`config.mk`:
```
export PLATFORM = sky130hd
export DESIGN_NAME = memory_adaptor
export DESIGN_NICKNAME = d
export VERILOG_FILES = /design/src/rtl/memory_adaptor.sv
export SDC_FILE = /design/constraint.sdc
export NUM_CORES = 1
export LEC_CHECK = 0
export CORE_MARGIN = 1.5
export CORE_UTILIZATION = 49
export DETAILED_ROUTE_END_ITERATION = 8
export HOLD_SLACK_MARGIN = 0.02
export PLACE_DENSITY = 0.86
export RECOVER_POWER = 25
export SYNTH_ARGS = -nofsm -noshare
export SYNTH_HDL_FRONTEND = slang
export SYNTH_SLANG_ARGS = --single-unit
```
`constraint.sdc`:
```
create_clock -name clk_in -period 5.6 [get_ports clk_in]
set_input_delay 1.4 -clock clk_in [delete_from_list [all_inputs] [get_ports clk_in]]
set_output_delay 1.4 -clock clk_in [all_outputs]
set_load 0.01 [all_outputs]
```
`src/rtl/memory_adaptor.sv`:
```
// Byte-serial memory adaptor: arbitrates instruction fetch and load/store
// requests onto a byte-wide synchronous RAM/IO bus and returns assembled words.
module memory_adaptor #(
  parameter logic [31:0] IO_BASE   = 32'h0003_0000,
  parameter int          INS_BYTES = 4
) (
  input  logic        clk_in,
  input  logic        rst_in,
  input  logic        rdy_in,
  input  logic        flush_pipline,
  input  logic        request_ins_from_memory_adaptor,
  input  logic [31:0] insaddr_to_be_fetched_from_memory_adaptor,
  output logic [31:0] ins_fetched_from_memory_adaptor,
  output logic        insfetch_task_done,
  input  logic        data_request,
  input  logic        data_is_write,
  input  logic [31:0] data_addr,
  input  logic [1:0]  data_size,
  input  logic        data_signed,
  input  logic [31:0] data_wdata,
  output logic [31:0] data_rdata,
  output logic        data_task_done,
  input  logic [7:0]  mem_din,
  output logic [7:0]  mem_dout,
  output logic [31:0] mem_a,
  output logic        mem_wr,
  input  logic        io_buffer_full
);

  typedef enum logic [1:0] {S_IDLE, S_READ, S_WRITE, S_DONE} state_t;
  typedef enum logic [1:0] {K_IFETCH, K_LOAD, K_STORE} kind_t;

  state_t      state_q, state_d;
  kind_t       kind_q, kind_d;
  logic [2:0]  cnt_q, cnt_d;
  logic [2:0]  nbeat_q, nbeat_d;
  logic [31:0] addr_q, addr_d;
  logic [1:0]  size_q, size_d;
  logic        sgn_q, sgn_d;
  logic [31:0] wdata_q, wdata_d;
  logic [31:0] buf_q, buf_d;
  logic [31:0] ins_q, ins_d;
  logic [31:0] rdata_q, rdata_d;
  logic [1:0]  lane;
  logic [31:0] beat_addr;
  logic        io_stall;

  function automatic logic [2:0] beats_of(input logic [1:0] size);
    case (size)
      2'd0:    return 3'd1;
      2'd1:    return 3'd2;
      default: return 3'd4;
    endcase
  endfunction

  function automatic logic [31:0] extend_load(input logic [31:0] raw, input logic [1:0] size,
                                              input logic sgn);
    logic signed [7:0]  b;
    logic signed [15:0] h;
    b = raw[7:0];
    h = raw[15:0];
    case (size)
      2'd0:    return sgn ? 32'(b) : {24'd0, raw[7:0]};
      2'd1:    return sgn ? 32'(h) : {16'd0, raw[15:0]};
      default: return raw;
    endcase
  endfunction

  assign ins_fetched_from_memory_adaptor = ins_q;
  assign data_rdata                      = rdata_q;

  always_comb begin
    state_d = state_q;
    kind_d  = kind_q;
    cnt_d   = cnt_q;
    nbeat_d = nbeat_q;
    addr_d  = addr_q;
    size_d  = size_q;
    sgn_d   = sgn_q;
    wdata_d = wdata_q;
    buf_d   = buf_q;
    ins_d   = ins_q;
    rdata_d = rdata_q;
    mem_a   = '0;
    mem_dout = '0;
    mem_wr  = 1'b0;
    insfetch_task_done = 1'b0;
    data_task_done     = 1'b0;
    lane      = cnt_q[1:0] - 2'd1;
    beat_addr = addr_q + {29'd0, cnt_q};
    io_stall  = io_buffer_full && (beat_addr >= IO_BASE);

    case (state_q)
      S_IDLE: begin
        if (rdy_in && !flush_pipline) begin
          if (data_request) begin
            kind_d  = data_is_write ? K_STORE : K_LOAD;
            state_d = data_is_write ? S_WRITE : S_READ;
            addr_d  = data_addr;
            size_d  = data_size;
            sgn_d   = data_signed;
            wdata_d = data_wdata;
            nbeat_d = beats_of(data_size);
            cnt_d   = '0;
          end else if (request_ins_from_memory_adaptor) begin
            kind_d  = K_IFETCH;
            state_d = S_READ;
            addr_d  = insaddr_to_be_fetched_from_memory_adaptor;
            size_d  = 2'd2;
            sgn_d   = 1'b0;
            nbeat_d = 3'(INS_BYTES);
            cnt_d   = '0;
          end
        end
      end
      // One extra cycle after the last address beat collects the final byte.
      S_READ: begin
        if (cnt_q < nbeat_q) mem_a = beat_addr;
        if (rdy_in) begin
          if (flush_pipline) begin
            state_d = S_IDLE;
            cnt_d   = '0;
          end else begin
            if (cnt_q != 3'd0) buf_d[{lane, 3'b000} +: 8] = mem_din;
            if (cnt_q == nbeat_q) begin
              state_d = S_DONE;
              cnt_d   = '0;
              if (kind_q == K_IFETCH) ins_d = buf_d;
              else rdata_d = extend_load(buf_d, size_q, sgn_q);
            end else begin
              cnt_d = cnt_q + 3'd1;
            end
          end
        end
      end
      S_WRITE: begin
        mem_a    = beat_addr;
        mem_dout = wdata_q[{cnt_q[1:0], 3'b000} +: 8];
        if (rdy_in && !io_stall) begin
          mem_wr = 1'b1;
          if (cnt_q == nbeat_q - 3'd1) begin
            state_d = S_DONE;
            cnt_d   = '0;
          end else begin
            cnt_d = cnt_q + 3'd1;
          end
        end
      end
      S_DONE: begin
        if (rdy_in) begin
          state_d = S_IDLE;
          if (kind_q == K_IFETCH) insfetch_task_done = 1'b1;
          else data_task_done = 1'b1;
        end
      end
      default: state_d = S_IDLE;
    endcase
  end

  always_ff @(posedge clk_in or posedge rst_in) begin
    if (rst_in) begin
      state_q <= S_IDLE;
      cnt_q   <= '0;
      ins_q   <= '0;
      rdata_q <= '0;
    end else begin
      state_q <= state_d;
      cnt_q   <= cnt_d;
      ins_q   <= ins_d;
      rdata_q <= rdata_d;
    end
  end

  always_ff @(posedge clk_in) begin
    kind_q  <= kind_d;
    nbeat_q <= nbeat_d;
    addr_q  <= addr_d;
    size_q  <= size_d;
    sgn_q   <= sgn_d;
    wdata_q <= wdata_d;
    buf_q   <= buf_d;
  end

endmodule

```
==> flow_summary.toml <==
[layout]
post-route-util_pct = 68.6
layout.nets = 1053
fill_cells = 1277
design_area_sq_um = 11400
syn_to_final_growth_pct = 36.4
final_cell_count_no_fill = 1154
drive_above_1_share_pct = 12.8

[clocking]
cts_hold_buf = 0
numCtsBuffers = 17
clock_sinks = 173
clock_insertion_delay_worst_skew_ps = 430
cts_root_buffer = "clkbuf_16"
cts_tree = "built"
clk_path_buf_depth = 2
clkTransAtPathRegs_ps = 70
htree_levels = 4
cts-resized-gates = 0

[min_path]
hold-path-cell-count = 2
hold_class = "reg2reg"

[synth]
synth_common_cells = "nor2_1 (123), edfxtp_1 (104), dfrtp_1 (69), mux2_2 (48), a21oi_1 (45)"
synth_top_area_share_pct = 37.3
synth-adder-area-share_pct = 2.78
avgSynthCellArea_sq_um = 12.1
synth_compound_area_share_pct = 9.11
synth_top_area_cell = "edfxtp_1"
synthMuxAreaShare_pct = 9.13
ys_warn_count = 0
synth-edff-count = 104
synth_nets = 827
yosysMostFrequentCell = "nor2_1"
ys.flop_type = "edfxtp_1"
ys_seq_area_share_pct = 58.0
synth_xor_area_share_pct = 4.05
syn_area_sq_um = 8360
synth_seq_cells = 173
synthDistinctLibCells = 63
synthSimpleGateAreaFrac_pct = 13.9
synthArstFlopShare_pct = 39.9
synthCells = 694
synth_area_leaders = "edfxtp_1 (37%), dfrtp_1 (21%), mux2_2 (6.5%)"
synth_top_family_by_area = "simple AND/OR/NAND/NOR gates"

[timing]
fin_skew_ps = 7.25
slew_viol_final = 90
max_freq_mhz = 188
rsz0062_at_grt = "no"
setup_violations = 0
whs_ps = 509
slew-limit-headroom_pct = -78.7
period_share_pct = 95.1
min_period_ps = 5330
fin_ws_ps = 273
tns_ps = 0
worst_pin_slew_ps = 2680
hold_viol = 0

[pwr]
clkPwrFrac_pct = 26.0
peakVddDrop_mv = 0.259
seqPwrFrac_pct = 39.1
p_switching_mw = 1.37
p_total_mw = 4.41
p_int_mw = 3.04
power.density_nw_per_um2 = 386
p_leak_nw = 4.42
switching_share_pct = 31.0
p_comb_share_pct = 34.9

[floorplanning]
core_region_area_sq_um = 16600
boundaryPins = 222
die_w_microns = 134
die_area_sq_um = 17900
rows = 47
initial_core_util_pct = 50.3
die_h_microns = 134

[placed_design]
routabilityCongestion = 0.905
postPlaceCellArea_sq_um = 10800
dp_hpwl_microns = 14800
pre_cts_ws_ps = 556
dp_cells = 1119
portBuffers = 221

[grt]
grt_pass1_vias = 6386
grt_use_total_pct = 23.8
antenna_found_initial = 1
grt_max_degree = 49
grt_pass1_wl_microns = 32800
gr-total-overflow = 0

[detailed_routing]
final_antenna_net_count = 0
num_vias = 6271
drtIter0Drc = 462
viasPerCell = 5.43
dr.pass1.iters = 8
routedWlPerCell_microns = 17.7
wl_microns = 20400
drc = 0

[outcome]
status = "complete, but fails checks"
failed_checks = "max-capacitance violations, max-slew violations"

[critical_path]
worstPathArrival_ps = 3930
worst_ep_required_time_ps = 4200
start_kind = "flip-flop"
reg2reg_depth = 11
path_max_fanout = 7
crit_type = "reg2out"
worst_setup_path_end_kind = "output port"

[job]
maxCapViolations = 2
-- path summary, 6_finish.rpt --
kind                                 from                                   to  slack (ps)
setup / recovery                 cnt_q[1]                               mem_wr         270
hold / removal             data_rdata[16]                       data_rdata[16]         510
setup reg to reg                 cnt_q[0]                       data_rdata[31]        1840
hold reg to reg            data_rdata[16]                       data_rdata[16]         510
max in group asynchronous          rst_in                             cnt_q[0]        1010
min in group asynchronous          rst_in  ins_fetched_from_memory_adaptor[26]        1590
-- per-layer routing --
layer / vias to the layer above / global-route usage [%] / part of all wire [%]
li1: 2948 / - / -
met1: 3036 / 29.2 / 39
met2: 266 / 41.5 / 51
met3: 21 / 6.20 / 7.7
met4: 0 / 7.00 / 1.6
met5: - / 0 / 0
-- power groups by stage --
stage | Sequential [mW] | Clock, mW | Combinational [mW]
2_1_floorplan | 1.79 | 0 | 0.670
3_3_place_gp | 1.74 | 0 | 1.52
3_5_place_dp | 1.75 | 0 | 1.54
4_1_cts | 1.73 | 1.16 | 1.55
5_1_grt | 1.75 | 1.21 | 1.66
6_report | 1.73 | 1.15 | 1.54
-- critical path, cell delays in order (launching register included) --
cell and delay (ps):
dfrtp_1 490, inv_1 160, fa_1 460, nor2b_1 230
nor2_1 160, nor4_4 440, and4_2 280, o21ai_1 90
nor4_4 270, buf_4 190, o21ai_0 80, nor2_1 100
clkdlybuf4s50_1 560
-- cells in the final DEF (no fill, tap or decap), drive strengths merged, types with 9 or more instances in the layout --
cell type,instances
clkdlybuf4s50,187
nor2,123
edfxtp,104
dfrtp,69
mux2,50
a21oi,46
inv,46
dlygate4sd3,33
xnor2,25
clkbuf,24
nand2,21
ha,17
and2,17
a22o,16
a22oi,16
nand3,14
xor2,11
o21ai,10
buf,9
nor3,9
nor4,9
-- cell families (layout without fill, tap and decap cells) --
family                     count (synthesis)  after routing
AOI/OAI and AO/OA                        113            113
xor gates and xnor gates                  37             37
adders and majority gates                 18             18
buffers and inverters                     64            303
DFF                                      173            173
muxes                                     60             60
other                                      0              1
and+or+nand+nor                          229            229
-- timing repair --
item                                    in CTS  in global routing
endpoints found under the setup margin       0                  1
endpoints found under the hold margin        0                  0
buffers inserted                             0                  2
-- sequential cells by signal (all words and copies together) (netlist names) --
signal / cells
addr_q: 32
buf_q: 32
data_rdata: 32
ins_fetched_from_memory_adaptor: 32
wdata_q: 32
cnt_q: 3
nbeat_q: 3
kind_q: 2
size_q: 2
state_q: 2
sgn_q: 1
-- final cells by class --
class                   instances  area (sq um)  share of cell area (%)
diodes                          1          2.50                  0.0219
clock buffers                  20           478                    4.19
clock inverters                12          95.1                   0.833
inverters                      38           143                    1.25
multi-input cells             457          3280                    28.8
flip-flops and latches        173          4850                    42.5
well taps                     220           275                    2.41
repair buffers                233          2280                    20.0
No activity file was read; power rests on OpenSTA's default activity.
